File: config.mk
export PLATFORM = sky130hd
export DESIGN_NAME = load_store_unit
export DESIGN_NICKNAME = d
export VERILOG_FILES = /design/src/rtl/lsu_pkg.sv /design/src/rtl/lsu_load_extend.sv /design/src/rtl/load_store_unit.sv
export SDC_FILE = /design/constraint.sdc
export NUM_CORES = 1
export LEC_CHECK = 0
export ABC_AREA = 1
export BUFFER_PORTS_ARGS = -buffer_cell sky130_fd_sc_hd__buf_2
export CORE_MARGIN = 2
export CORE_UTILIZATION = 35
export CTS_CLUSTER_SIZE = 12
export DETAILED_ROUTE_END_ITERATION = 8
export PLACE_DENSITY = 0.68
export RECOVER_POWER = 100
export SLEW_MARGIN = 0
export SYNTH_ARGS = -nofsm -noshare
export SYNTH_HDL_FRONTEND = slang
export SYNTH_HIERARCHICAL = 1
export SYNTH_SLANG_ARGS = --single-unit
File: constraint.sdc
create_clock -name clk_i -period 2.1 [get_ports clk_i]
set_clock_uncertainty 0.1 [all_clocks]
set_input_delay 0.21 -clock clk_i [delete_from_list [all_inputs] [get_ports clk_i]]
set_output_delay 0.21 -clock clk_i [all_outputs]
set_load 0.03 [all_outputs]
File: src/rtl/lsu_pkg.sv
// Shared types and beat-planning helpers for the load/store unit.
package lsu_pkg;

    typedef enum logic [1:0] {
        SIZE_BYTE = 2'b00,
        SIZE_HALF = 2'b01,
        SIZE_WORD = 2'b10
    } size_e;

    typedef enum logic [1:0] {
        IDLE   = 2'b00,
        ACCESS = 2'b01,
        DONE   = 2'b10
    } state_e;

    // The 2'b11 size encoding is treated as a word.
    function automatic size_e decode_size(input logic [1:0] raw);
        case (raw)
            2'b00:   return SIZE_BYTE;
            2'b01:   return SIZE_HALF;
            default: return SIZE_WORD;
        endcase
    endfunction

    function automatic logic is_misaligned(input size_e size, input logic [1:0] addr_lo);
        case (size)
            SIZE_HALF: return addr_lo[0];
            SIZE_WORD: return addr_lo != 2'b00;
            default:   return 1'b0;
        endcase
    endfunction

    // Only an aligned word maps onto a native word access; everything else is byte-serial.
    function automatic logic [2:0] beat_count(input size_e size, input logic [1:0] addr_lo);
        case (size)
            SIZE_BYTE: return 3'd1;
            SIZE_HALF: return 3'd2;
            default:   return (addr_lo == 2'b00) ? 3'd1 : 3'd4;
        endcase
    endfunction

endpackage

File: src/rtl/lsu_load_extend.sv
// Sign/zero extension of an assembled load word according to access size.
module lsu_load_extend
    import lsu_pkg::*;
#(
    parameter int DATA_WIDTH = 32,
    parameter int BYTE_WIDTH = 8
) (
    input  logic [1:0]            size,
    input  logic                  zero_extend,
    input  logic [DATA_WIDTH-1:0] data,
    output logic [DATA_WIDTH-1:0] result
);

    logic byte_sign;
    logic half_sign;

    always_comb begin
        byte_sign = ~zero_extend & data[BYTE_WIDTH-1];
        half_sign = ~zero_extend & data[2*BYTE_WIDTH-1];
        case (size_e'(size))
            SIZE_BYTE: result = {{(DATA_WIDTH-BYTE_WIDTH){byte_sign}}, data[BYTE_WIDTH-1:0]};
            SIZE_HALF: result = {{(DATA_WIDTH-2*BYTE_WIDTH){half_sign}}, data[2*BYTE_WIDTH-1:0]};
            default:   result = data;
        endcase
    end

endmodule

File: src/rtl/load_store_unit.sv
// Load/store unit driving a word/byte data memory; sub-word and misaligned accesses become byte beats.
// Optional LSU_MISALIGN_TRAP_EN: misaligned half/word accesses complete with resp_err_o and no memory beat.
module load_store_unit
    import lsu_pkg::*;
#(
    parameter int DATA_WIDTH = 32,
    parameter int BYTE_WIDTH = 8
) (
    input  logic                  clk_i,
    input  logic                  rst_i,
    input  logic                  req_valid_i,
    output logic                  req_ready_o,
    input  logic                  req_we_i,
    input  logic [1:0]            req_size_i,
    input  logic                  req_unsigned_i,
    input  logic [DATA_WIDTH-1:0] req_addr_i,
    input  logic [DATA_WIDTH-1:0] req_wdata_i,
    output logic                  resp_valid_o,
    output logic [DATA_WIDTH-1:0] resp_rdata_o,
    output logic                  resp_err_o,
    output logic                  mem_we_o,
    output logic                  mem_byte_op_o,
    output logic [DATA_WIDTH-1:0] mem_addr_o,
    output logic [DATA_WIDTH-1:0] mem_wd_o,
    input  logic [DATA_WIDTH-1:0] mem_rd_i
);

    localparam int unsigned LANES = DATA_WIDTH / BYTE_WIDTH;

    state_e                state;
    state_e                state_next;

    logic                  req_we_q;
    size_e                 req_size_q;
    logic                  req_unsigned_q;
    logic [DATA_WIDTH-1:0] req_addr_q;
    logic [DATA_WIDTH-1:0] req_wdata_q;
    logic                  word_q;
    logic [2:0]            beats_q;
    logic [1:0]            beat_q;
    logic [DATA_WIDTH-1:0] assembly_q;
    logic [DATA_WIDTH-1:0] rdata_q;
    logic                  err_q;

    size_e                 req_size;
    logic                  misaligned;
    logic                  trap;
    logic                  accept;
    logic                  last_beat;
    logic [DATA_WIDTH-1:0] merged;
    logic [DATA_WIDTH-1:0] extended;

    always_comb begin
        req_size   = decode_size(req_size_i);
        misaligned = is_misaligned(req_size, req_addr_i[1:0]);
`ifdef LSU_MISALIGN_TRAP_EN
        trap       = misaligned;
`else
        trap       = 1'b0;
`endif
        accept     = (state == IDLE) && req_valid_i;
        last_beat  = ({1'b0, beat_q} == (beats_q - 3'd1));
    end

    always_comb begin
        state_next = state;
        case (state)
            IDLE:    if (accept) state_next = trap ? DONE : ACCESS;
            ACCESS:  if (last_beat) state_next = DONE;
            DONE:    state_next = IDLE;
            default: state_next = IDLE;
        endcase
    end

    always_comb begin
        mem_we_o      = 1'b0;
        mem_byte_op_o = 1'b0;
        mem_addr_o    = '0;
        mem_wd_o      = '0;
        if (state == ACCESS) begin
            mem_we_o      = req_we_q;
            mem_byte_op_o = ~word_q;
            mem_addr_o    = word_q ? req_addr_q : req_addr_q + DATA_WIDTH'(beat_q);
            if (req_we_q) begin
                if (word_q) begin
                    mem_wd_o = req_wdata_q;
                end else begin
                    for (int unsigned lane = 0; lane < LANES; lane++) begin
                        if (beat_q == lane[1:0])
                            mem_wd_o[BYTE_WIDTH-1:0] = req_wdata_q[lane*BYTE_WIDTH +: BYTE_WIDTH];
                    end
                end
            end
        end
    end

    // The final beat's byte is merged before extension so the result registers on the DONE-entry edge.
    always_comb begin
        merged = assembly_q;
        if (word_q) begin
            merged = mem_rd_i;
        end else begin
            for (int unsigned lane = 0; lane < LANES; lane++) begin
                if (beat_q == lane[1:0])
                    merged[lane*BYTE_WIDTH +: BYTE_WIDTH] = mem_rd_i[BYTE_WIDTH-1:0];
            end
        end
    end

    lsu_load_extend #(
        .DATA_WIDTH(DATA_WIDTH),
        .BYTE_WIDTH(BYTE_WIDTH)
    ) u_load_extend (
        .size        (req_size_q),
        .zero_extend (req_unsigned_q),
        .data        (merged),
        .result      (extended)
    );

    always_ff @(posedge clk_i) begin
        if (rst_i) begin
            state          <= IDLE;
            req_we_q       <= 1'b0;
            req_size_q     <= SIZE_BYTE;
            req_unsigned_q <= 1'b0;
            req_addr_q     <= '0;
            req_wdata_q    <= '0;
            word_q         <= 1'b0;
            beats_q        <= '0;
            beat_q         <= '0;
            assembly_q     <= '0;
            rdata_q        <= '0;
            err_q          <= 1'b0;
        end else begin
            state <= state_next;
            case (state)
                IDLE: begin
                    if (accept) begin
                        req_we_q       <= req_we_i;
                        req_size_q     <= req_size;
                        req_unsigned_q <= req_unsigned_i;
                        req_addr_q     <= req_addr_i;
                        req_wdata_q    <= req_wdata_i;
                        word_q         <= (req_size == SIZE_WORD) && !misaligned;
                        beats_q        <= beat_count(req_size, req_addr_i[1:0]);
                        beat_q         <= '0;
                        assembly_q     <= '0;
                        err_q          <= trap;
                        if (trap) rdata_q <= '0;
                    end
                end
                ACCESS: begin
                    beat_q <= beat_q + 2'd1;
                    if (!req_we_q) assembly_q <= merged;
                    if (last_beat) rdata_q <= req_we_q ? '0 : extended;
                end
                default: ;
            endcase
        end
    end

    assign req_ready_o  = (state == IDLE);
    assign resp_valid_o = (state == DONE);
    assign resp_rdata_o = rdata_q;
    assign resp_err_o   = err_q;

endmodule

# ---- Word level (Yosys, flattened, before mapping)
# Cells that the tools add are included.
dict set report classes {
  addsub 3
  eq_ne 13
  n_mux 31
  n_bitwise 4
  reduce_logical 16
}
# op count
set ops {}
lappend ops {{$mux W32} 8}
lappend ops {{$pmux W32 S2} 2}
lappend ops {{$mux W8} 9}
lappend ops {{$add A32 B2 Y32} 1}
lappend ops {{$mux W24} 1}
lappend ops {{$logic_not A2 Y1} 6}
lappend ops {{$pmux W2 S2} 3}
lappend ops {{$eq A2 B1 Y1 const B} 5}
lappend ops {{$eq A2 B2 Y1 const B} 4}
lappend ops {{$reduce_and A2 Y1} 4}
lappend ops {{$mux W2} 3}
lappend ops {{$pmux W3 S2} 1}
lappend ops {{$ne A2 B2 Y1 const B} 2}
lappend ops {{$reduce_bool A2 Y1} 2}
lappend ops {{$eq A2 B3 Y1} 1}
lappend ops {{$mux W3} 1}
lappend ops {{$reduce_and A3 Y1} 1}
lappend ops {{$sub A3 B1 Y3 const B} 1}
lappend ops {{$add A2 B1 Y2 const B} 1}
lappend ops {{$and A1 B1 Y1} 2}
lappend ops {{$logic_and A1 B1 Y1} 2}
lappend ops {{$mux W1} 2}
lappend ops {{$ne A2 B1 Y1 const B} 1}
lappend ops {{$not A1 Y1} 2}
lappend ops {{other kinds (2)} 2}
dict set report totals {
  register_bits 140
  output_inout_bits 101
  word_cells 78
}

# ---- Depth between registers and ports, before layout
# Gate-level depths: netlist (run 1).
dict set report depth {
  word_depth 8
  depth_mapped 14
}

# ---- Modules after synthesis
# Netlist (run 1), hierarchy kept.
# mod instances cells_per_inst area_per_inst_um2 seq_area_each_um2
set modules_own_cells {}
lappend modules_own_cells {load_store_unit 1 1124 7417.1 2782.7}
lappend modules_own_cells {lsu_load_extend 1 71 404.1 0.0}

# ---- Worst setup path before layout (run 1)
# OpenSTA, ideal clock, no wires.
dict set report synth_path {
  path_kind {register to output}
  start {register beat_q[0]}
  end {output mem_addr_o[4]}
  arrival_time_ps 2058
  required_time_ps 1790
  setup_slack_ps -268
  stages_incl_launch_ff 9
  path_cell_list {dfxtp_1 > ha_1 > inv_1 > fa_1 > inv_1 > nand3_1 > nor2_1 > nor2_1 > nor3_1}
}
dict set report synth_between {
  elab_chain_len 3
}
# item line_no
set synth_rtl {}
lappend synth_rtl {{start: declaration} load_store_unit.sv:40} ;# logic [1:0] beat_q;
lappend synth_rtl {{start signal: assignment} load_store_unit.sv:153} ;# beat_q <= beat_q + 2'd1;
lappend synth_rtl {{$add A32 B2 Y32} load_store_unit.sv:83} ;# mem_addr_o = word_q ? req_addr_q : req_addr_q + DATA_WIDTH'(beat_q);
lappend synth_rtl {{$mux W32} load_store_unit.sv:83}
lappend synth_rtl {{$mux W32} load_store_unit.sv:80} ;# if (state == ACCESS) begin
lappend synth_rtl {{end: declaration} load_store_unit.sv:23} ;# output logic [DATA_WIDTH-1:0] mem_addr_o,
# No other way between the ends.

# ---- Worst setup path in the final report (run 1)
dict set report layout_path {
  start {register req_addr_q[0]}
  end {output mem_addr_o[16]}
}
dict set report layout_between {
  elab_chain_len 3
}
# item line_no
set layout_rtl {}
lappend layout_rtl {{start: declaration} load_store_unit.sv:36} ;# logic [DATA_WIDTH-1:0] req_addr_q;
lappend layout_rtl {{start signal: assignment} load_store_unit.sv:142} ;# req_addr_q <= req_addr_i;
lappend layout_rtl {{$add A32 B2 Y32} load_store_unit.sv:83}
lappend layout_rtl {{$mux W32} load_store_unit.sv:83}
lappend layout_rtl {{$mux W32} load_store_unit.sv:80}
# No other way between the ends.

==> summary.md, run 1 <==
| Metric | Value |
|---|---|
| Outcome | complete, but fails checks |
| Violated checks | setup timing |
| CP Cell Sequence | ha_4, inv_2, fa_2, inv_2, nand3_4, nor2_4, nand2_2, nor2_4, nand2_1, nand2_1, nand2_2, nor2_4, buf_6 |
| Ys flop type | dfxtp_1 |
| Crit path required time | 1790 ps |
| Warnings from Yosys | 6 |
| Slowest CP cell | dfxtp_2 |
| Vias post-DR | 9098 |
| CP Launch Type | flip-flop |
| RePlAce Congestion | 0.875 |
| Final Cell Area | 0.0113 mm2 |
| Setup-failing EPs final | 104 |
| Num CTS Buffers | 17 |
| Clk buf depth | 2 |
| Via-to-Cell Ratio | 5.18 |
| Antenna-violating nets left | 0 |
| Largest net degree at the start of global routing | 80 |
| Die Area | 0.0236 mm2 |
| Root Buffer | clkbuf_16 |
| Final worst-path cycle share | 1.23 |
| DR iter-0 viols | 729 |
| Starting density of the core | 0.357 |
| Antenna violations before repair | 1 |
| Hold Path Stages | 3 |
| Clock latency on the worst-skew pair | 410 ps |
| Die Span Y | 153 um |
| Share of cells above drive strength 1 | 0.281 |
| Top cells by area, synth | dfxtp_1 36%, a21oi_1 12%, nand2_1 12% |
| Worst reg2reg path depth | 15 |
| Global Route Usage Sum | 0.229 |
| Chip Width | 153 um |
| Final setup margin | -492 ps |
| DP Area | 0.00914 mm2 |
| PwrDens | 702 mW/mm2 |
| Clock Sinks | 139 |
| Count of cell types in the netlist | 38 |
| Post-synth EDFFs | 0 |
| Final nets | 1575 |
| Proportion of synthesized flip-flops having asynchronous set or reset | 0 |
| Detailed-route DRC error count | 0 |
| Peak supply drop | 0.531 mV |
| Final-report max-slew violation count | 0 |
| Io pins | 204 |
| Number of global-route vias before repair | 8782 |
| Area grow syn2layout | 44.1% |
| Fin crit period | 2590 ps |
| Post-synth top area share | 0.356 |
| Core area | 0.0219 mm2 |
| CTS tree | done |
| Most common cell in the netlist | nand2_1 |
| Setup CP Type | reg -> out |
| Syn avg cell area | 6.54 um2 |
| DRT Pass-1 Iters | 6 |
| Row cnt | 54 |
| Synth Cell Area | 0.00782 mm2 |
| Mapped Cells | 1195 |
| Commonest cells post-synth | 244 x nand2_1, 186 x nor2_1, 183 x a21oi_1, 139 x dfxtp_1, 119 x o21ai_0 |
| Clock-pin slew on the worst setup and hold paths | 60 ps |
| Yosys top cell by area | dfxtp_1 |
| Drt wl/cell | 16.3 um |
| Worst Setup End Kind | output pin |
| Post-Route WL | 28.7 mm |
| Input/output buffers | 202 |
| LEAKAGE | 4.51 nW |
| Worst-Margin Slew | 844 ps |
| Maxcap violations | 0 |
| FF+latch count, synth | 139 |
| RSZ-0062 raised after global routing | true |
| Max frequency | 0.386 GHz |
| Cell mode on critical path | nor2_4 |
| First-pass GRT wire length | 44.2 mm |
| Hold Vio Cnt, Final | 0 |
| Slew headroom | 0.437 |
| Hold Path Class | in -> reg |
| R2R Setup Slk | -110 ps |
| Total gr overflow | 0 |
| HPWL Detailed | 17.7 mm |
| Crit-path max FO | 3 |
| CTS H-tree depth | 4 |
| Largest stage delay on the critical path | 350 ps |
| Register area share after synthesis | 0.356 |
| CP arrival | 2280 ps |
| Setup TNS | -17190 ps |
| Mapped Nets | 1306 |
[power by group]
part           switching, mW  total, mW  internal, mW  leakage (nW)
registers              0.135       2.93          2.80          1.14
clock network           1.20       3.25          2.05         0.303
logic                   1.07       1.72         0.654          3.07
[final timing paths]
| check | startpoint | to |
|---|---|---|
| max | req_addr_q[0] | mem_addr_o[16] |
| min | req_wdata_i[25] | req_wdata_q[25] |
| max reg2reg | beat_q[1] | resp_rdata_o[17] |
| min reg2reg | resp_rdata_o[17] | resp_rdata_o[17] |
[cell type report]
class,instances,area [um2]
fillers,2133,10600
multi-input cells,882,4640
flip-flops and latches,139,2790
repair buffers,335,2510
clock buffers,21,460
well taps,280,350
inverters,88,348
clock inverters,11,168
repair inverters,1,7.51
diodes,1,2.50
[stage by stage]
stage / total power [mW] / instances / worst slack [ps] / utilization / hold slack, ps
CTS: 7.88 / 1747 / -484 / 0.503 / 1.22
floorplan: 3.96 / 1195 / 20.5 / - / 245
global route: 8.26 / 1757 / -610 / 0.515 / 17.8
finish: 7.91 / 1758 / -492 / 0.515 / 2.70
global placement: 4.39 / 1633 / -123 / 0.417 / 332
detailed placement: 4.40 / 1633 / -175 / 0.417 / 337
[sequential cells by signal (all words and copies together), names as in the netlist]
name and count:
req_addr_q 32, resp_rdata_o 32, assembly_q 32, beat_q 2, req_unsigned_q 1, req_we_q 1
beats_q 2, req_size_q 2, word_q 1, state 2, req_wdata_q 32
[per-layer routing]
metal  GRT usage  share of wire
met1       0.290           0.43
met2       0.394           0.49
met3      0.0383          0.057
met4      0.0821          0.026
met5           0              0
[repair_timing]
action,CTS,global route
hold buffers,64,0
pin swaps,35,29
setup endpoints to repair,78,90
cloned,3,2
endpoints found under the hold margin,64,0
setup buffers,15,10
resized for setup,144,97
[layout by cell type, fill, tap and decap left out, types with 36 or more instances in the layout]
cell type,count
o21ai_0,97
inv_1,73
a21oi_1,161
nor2_1,151
nand4_1,36
buf_6,36
clkbuf_1,37
buf_2,118
nand2_1,238
dfxtp_1,134
nand3_1,39
buf_4,65
dlygate4sd3_1,64
[critical path, delay by kind of cell, from the launching register on]
kind                     cells  cell delay [ps]
adder cells (fa/ha/maj)      2              490
buffers and inverters        3              260
flip-flops                   1              350
AND/OR/NAND/NOR              8              760
[logic make-up after synthesis]
kind of cell,count (synthesis),share of synthesized area
buffers and inverters,177,0.113
flip-flops,139,0.356
AO/OA/AOI/OAI,312,0.205
adder cells (fa/ha/maj),8,0.0138
XOR/XNOR,4,0.00544
other,1,0.000479
AND/OR/NAND/NOR,554,0.307
(Power assumes the default switching activity.)
==> run 2: changes to the inputs <==
==> constraint.sdc (replaced) <==
create_clock -name clk_i -period 2.1 [get_ports clk_i]
set_clock_uncertainty 0.1 [all_clocks]
set_input_delay 0.315 -clock clk_i [delete_from_list [all_inputs] [get_ports clk_i]]
set_output_delay 0.315 -clock clk_i [all_outputs]
set_load 0.03 [all_outputs]
==> run 2 against run 1 <==
Compared with the run above: the run still ends with setup timing left; clock power is 6.8% lower; die area did not move; non-clock buffer count shrank 55; via count shrank 3.6%; routed wire length shrank 6.2%; largest power group unchanged.
==> summary.md, run 2 (same netlist as run 1, synthesis figures left out) <==
| Metric | Value |
|---|---|
| Share of cells above drive strength 1 | 0.338 (+0.0571) |
| Commonest non-fill, non-tap cell in the layout | nand2_1 |
| Fin crit period | 2630 ps (+36.5 ps) |
| Post-Route WL | 26.9 mm (-6.2%) |
| Total gr overflow | 0 (unchanged) |
| Violated checks | setup timing |
| Detailed-route DRC error count | 0 (unchanged) |
| Final-report max-slew violation count | 0 (unchanged) |
| Io pins | 204 (unchanged) |
| Root Buffer | clkbuf_16 |
| Core area | 0.0219 mm2 (unchanged) |
| Row cnt | 54 (unchanged) |
| CTS H-tree depth | 4 (unchanged) |
| Hold Vio Cnt, Final | 0 (unchanged) |
| HPWL Detailed | 17.7 mm (-0.11%) |
| Chip Width | 153 um (unchanged) |
| Final nets | 1520 (-3.5%) |
| Fin util | 0.502 (-0.0126) |
| Clock-pin slew on the worst setup and hold paths | 60 ps (about the same) |
| Crit-path max FO | 8 (+5) |
| Drt wl/cell | 15.8 um (-3.1%) |
| Max frequency | 0.380 GHz (-1.4%) |
| Final worst-path cycle share | 1.25 (+0.0174) |
| Slew headroom | 0.463 (+0.0259) |
| DR iter-0 viols | 671 (-8.0%) |
| CTS tree | done |
| Maxcap violations | 0 (unchanged) |
| Peak supply drop | 0.446 mV (-16%) |
| First-pass GRT wire length | 42.8 mm (-3.3%) |
| Antenna violations before repair | 3 (+2) |
| Final setup margin | -528 ps (-36.5 ps) |
| CP arrival | 2210 ps (-70 ps) |
| Vias post-DR | 8772 (-3.6%) |
| LEAKAGE | 4.54 nW (+0.59%) |
| Hold Path Class | in -> reg |
| Largest net degree at the start of global routing | 77 (-3.8%) |
| Starting density of the core | 0.357 (unchanged) |
| Area grow syn2layout | 40.6% |
| Antenna-violating nets left | 0 (unchanged) |
| PwrDens | 703 mW/mm2 (+0.14%) |
| Clock latency on the worst-skew pair | 410 ps (about the same) |
| Input/output buffers | 202 (unchanged) |
| Number of global-route vias before repair | 8364 (-4.8%) |
| Die Span Y | 153 um (unchanged) |
| Filler instances | 2177 (+2.1%) |
| Clk buf depth | 2 (unchanged) |
| Clock Sinks | 139 (unchanged) |
| Worst-Margin Slew | 805 ps (-38.9 ps) |
| Worst Setup End Kind | output pin |
| RePlAce Congestion | 0.880 (+0.53%) |
| CP Launch Type | flip-flop |
| Via-to-Cell Ratio | 5.15 (-0.41%) |
| Outcome | complete, but fails checks |
| DRT Pass-1 Iters | 5 (-1) |
| Die Area | 0.0236 mm2 (unchanged) |
| Global Route Usage Sum | 0.222 (-0.00731) |
| Min Hold Slack | 17.8 ps (+15.1 ps) |
| Most frequent cells in the layout | 228 x nand2_1, 160 x a21oi_1, 154 x nor2_1, 145 x buf_2, 134 x dfxtp_1 |
| RSZ-0062 raised after global routing | true |
| Crit path required time | 1680 ps (-110 ps) |
| Setup-failing EPs final | 92 (-12%) |
| Num CTS Buffers | 17 (unchanged) |
| Setup CP Type | reg -> out |
[run 2: area by class of cell]
class                   count  area (um2)  area share
multi-input cells         881        4770       0.434
repair inverters            2        16.3     0.00148
repair buffers            280        2130       0.193
inverters                  88         349      0.0318
diodes                      2        5.00    0.000455
clock buffers              20         467      0.0424
flip-flops and latches    139        2790       0.254
clock inverters            10         118      0.0107
well taps                 280         350      0.0319
[run 2: per-stage QoR]
step	area (um2)	cells	TNS [ps]	setup slack, ps	total power, mW
final	11000	1702	-21920	-528	7.72
after CTS	10800	1698	-19300	-565	7.72
after detailed placement	9270	1639	-4200	-247	4.45
after global routing	11000	1700	-31270	-637	8.07
after floorplan	7970	1195	-531	-96.6	3.98
after global placement	9270	1639	-2810	-261	4.43
[run 2: critical path: stages (launching register included)]
cell and delay, ps:
dfxtp_4 360, ha_4 130, inv_2 30, fa_2 350, nor2_2 140, nand4_1 150, inv_2 190, nand2_1 70
nand2_1 70, nand2_2 60, nor2_4 100, buf_6 140
[run 2: worst paths after layout]
path,start,end,slack [ps],depth (start not counted)
worst min-delay path,req_addr_i[15],req_addr_q[15],20,3
worst min register to register,resp_rdata_o[2],resp_rdata_o[2],360,2
worst max register to register,beat_q[0],resp_rdata_o[11],-240,15
worst max-delay path,beat_q[0],mem_addr_o[14],-530,11
[run 2: repair_timing]
| action | in CTS | in global routing |
|---|---|---|
| gates resized for setup | 194 | 79 |
| endpoints found under the hold margin | 1 | 0 |
| pin swaps | 93 | 25 |
| setup buffers | 22 | 4 |
| endpoints found under the setup margin | 87 | 102 |
| gates cloned | 6 | 0 |
| hold buffers | 1 | 0 |
[run 2: power by group]
| part | leakage [nW] | internal (mW) | total (mW) | switching, mW |
|---|---|---|---|---|
| Clock | 0.284 | 1.83 | 3.03 | 1.20 |
| Combinational | 3.11 | 0.675 | 1.76 | 1.09 |
| Sequential | 1.14 | 2.80 | 2.93 | 0.128 |
| Total | 4.54 | 5.31 | 7.72 | 2.42 |
[run 2: routing by layer]
layer	routed length [um]	GRT usage	part of all wire
met5	13	0	0.00048
met4	439	0.0660	0.016
met3	1580	0.0468	0.059
met2	13100	0.371	0.48
met1	11900	0.289	0.44
==> run 3: changes to the inputs <==
--- a/config.mk
+++ b/config.mk
@@ -6,7 +6,7 @@
 export NUM_CORES = 1
 export LEC_CHECK = 0
 export ABC_AREA = 1
-export BUFFER_PORTS_ARGS = -buffer_cell sky130_fd_sc_hd__buf_2
+export BUFFER_PORTS_ARGS = -buffer_cell sky130_fd_sc_hd__buf_4
 export CORE_MARGIN = 2
 export CORE_UTILIZATION = 35
 export CTS_CLUSTER_SIZE = 12
==> run 3 against run 2 <==
Compared with the run above: the run still ends with setup timing left; maximum frequency down 2.1%; cell count down 0.12%; clock power up 3%; sequential share of layout area down 0.064 points; first-iteration DRC count down 25%; register-to-register slack better by 140 ps.
==> summary.md, run 3 (same netlist as run 1, synthesis figures left out) <==
| Metric | Value |
|---|---|
| Vias post-DR | 8675 (-1.1%) |
| Cell mode on critical path | nor2_4 |
| HPWL Detailed | 18.4 mm (+4.1%) |
| WP buf/inv | 3 (unchanged) |
| Num CTS Buffers | 17 (unchanged) |
| Root Buffer | clkbuf_16 |
| Hold Path Class | in -> reg |
| Crit-path max FO | 3 (-5) |
| CTS H-tree depth | 4 (unchanged) |
| Setup-failing EPs final | 70 (-24%) |
| Commonest non-fill, non-tap cell in the layout | nand2_1 |
| DRT Pass-1 Iters | 5 (unchanged) |
| R2R Setup Slk | -100 ps (+140 ps) |
| Filler instances | 2257 (+3.7%) |
| Cts hold-fix bufs | 0 (-1) |
| Largest stage delay on the critical path | 360 ps (about the same) |
| Core area | 0.0219 mm2 (unchanged) |
| First-pass GRT wire length | 41.2 mm (-3.6%) |
| Largest net degree at the start of global routing | 77 (unchanged) |
| Final-report max-slew violation count | 0 (unchanged) |
| Outcome | complete, but fails checks |
| CP Launch Type | flip-flop |
| Number of global-route vias before repair | 8072 (-3.5%) |
| Clock latency on the worst-skew pair | 420 ps (about the same) |
| Final worst-path cycle share | 1.28 (+0.0270) |
| CP delay by family, top | simple AND/OR/NAND/NOR gates |
| Die Span Y | 153 um (unchanged) |
| Chip Width | 153 um (unchanged) |
| FF+latch area | 0.00279 mm2 (about the same) |
| Switch share | 0.309 (-0.00370) |
| Hold Path Stages | 3 (unchanged) |
| CP arrival | 2270 ps (+60 ps) |
| RePlAce Congestion | 0.865 (-1.7%) |
| Final setup margin | -585 ps (-56.8 ps) |
| Antenna violations before repair | 0 (-3) |
| Post-Route WL | 26.9 mm (-0.35%) |
| CP Cell Sequence | ha_4, inv_2, fa_2, inv_2, nand3_2, nor2_4, nand2_2, nor2_4, nand3_2, nor2_4, nor2_4, buf_4 |
| Final nets | 1518 (-0.13%) |
| Row cnt | 54 (unchanged) |
| PwrDens | 701 mW/mm2 (-0.17%) |
| Switching power | 2.39 mW (-1.0%) |
| Slowest CP cell | dfxtp_4 |
| Critical register-to-register path startpoint | beats_q[0] |
| Crit path required time | 1680 ps (about the same) |
| CTS tree | done |
| Via-to-Cell Ratio | 5.10 (-0.99%) |
| Area grow syn2layout | 41.0% |
| LEAKAGE | 4.37 nW (-3.6%) |
| Setup CP Type | reg -> out |
| RSZ-0062 raised after global routing | true |
| Peak supply drop | 0.547 mV (+23%) |
| Clock-pin slew on the worst setup and hold paths | 60 ps (about the same) |
| Seq pwr share | 0.379 (about the same) |
| Global Route Usage Sum | 0.215 (-0.00681) |
| Worst Setup End Kind | output pin |
| DR iter-0 viols | 504 (-25%) |
| Share of cells above drive strength 1 | 0.298 (-0.0401) |
| Setup TNS | -15630 ps (+6280 ps) |
| Detailed-route DRC error count | 0 (unchanged) |
| Maxcap violations | 0 (unchanged) |
| Worst Hold Endpoint | req_addr_q[26] |
| Fin crit period | 2690 ps (+56.8 ps) |
| Violated checks | setup timing |
| FF-to-FF End | resp_rdata_o[25] |
| Antenna-violating nets left | 0 (unchanged) |
| Worst reg2reg path depth | 7 (-8) |
| Clk buf depth | 2 (unchanged) |
| Combinational share of power | 0.218 (-0.010) |
| Drt wl/cell | 15.8 um (-0.24%) |
| Fin util | 0.504 (+0.00171) |
| Total gr overflow | 0 (unchanged) |
| Input/output buffers | 202 (unchanged) |
| Multi-input gate area | 0.00470 mm2 (-1.4%) |
| Die Area | 0.0236 mm2 (unchanged) |
| Antenna cells | 0 (-2) |
| Hold Vio Cnt, Final | 0 (unchanged) |
| Io pins | 204 (unchanged) |
| Power Internal | 5.34 mW (+0.71%) |
| Pre-CTS setup slack | -283 ps (-35.4 ps) |
| Clk pwr share | 0.404 (+0.011) |
| Clock Sinks | 139 (unchanged) |
| Hold_sp | req_addr_i[26] |
| Starting density of the core | 0.357 (unchanged) |
| Most frequent cells in the layout | 234 x nand2_1, 185 x buf_4, 165 x a21oi_1, 146 x nor2_1, 132 x dfxtp_1 |
| Max frequency | 0.372 GHz (-2.1%) |
==> run 3: layout make-up <==
class / count / share of cell area
Inverter: 88 / 0.0322
Sequential cell: 139 / 0.253
Clock inverter: 14 / 0.0153
Multi-Input combinational cell: 881 / 0.426
Tap cell: 280 / 0.0318
Clock buffer: 18 / 0.0398
Timing Repair Buffer: 280 / 0.201
==> run 3: how the worst max path moves through the flow <==
stage | cells after the start | slack (ps) | to | startpoint
after floorplan | 12 | -100 | mem_addr_o[16] | beat_q[0]
final | 12 | -590 | mem_addr_o[24] | beat_q[0]
after CTS | 12 | -590 | mem_addr_o[20] | req_addr_q[0]
after detailed placement | 12 | -280 | mem_addr_o[24] | req_addr_q[0]
after global placement | 9 | -240 | mem_addr_o[30] | req_addr_q[0]
after global routing | 12 | -670 | mem_addr_o[24] | req_addr_q[0]
==> run 3: what timing repair did <==
action,in CTS,in global routing
cloned,0,3
setup buffers,8,9
pin swaps,33,37
resized for setup,85,93
hold endpoints to repair,0,0
setup endpoints to repair,82,88
==> run 3: worst register-to-register path: stages, from the launching register on <==
cell and delay, ps:
dfxtp_1 350, inv_1 70, ha_1 300, xnor2_1 130, a21oi_1 370, nand3_4 460
nand2_1 230, a21oi_2 70
==> run 3: per-layer routing <==
layer,track usage,vias to the layer above,part of all wire,wire length (um)
met1,0.277,4001,0.44,11700
met5,0,-,0,0
met4,0.0751,0,0.021,571
met3,0.0476,45,0.061,1640
met2,0.355,297,0.48,12900
li1,-,4332,-,-
==> run 3: metrics by stage <==
| stage | hold WS (ps) | cells | power [mW] | area, um2 |
|---|---|---|---|---|
| 4_1_cts | 2.25 | 1689 | 7.73 | 10800 |
| 2_1_floorplan | 339 | 1195 | 3.98 | 7970 |
| 3_5_place_dp | 354 | 1649 | 4.53 | 9840 |
| 5_1_grt | 5.38 | 1700 | 8.11 | 11000 |
| 6_report | 14.6 | 1700 | 7.74 | 11000 |
| 3_3_place_gp | 347 | 1649 | 4.50 | 9840 |
==> run 3: power groups by stage <==
stage / sequential, mW / clock (mW) / combinational, mW
final: 2.93 / 3.12 / 1.68
after global routing: 2.95 / 3.32 / 1.84
after CTS: 2.92 / 3.18 / 1.62
after detailed placement: 2.98 / 0 / 1.55
after global placement: 2.97 / 0 / 1.53
after floorplan: 2.94 / 0 / 1.03
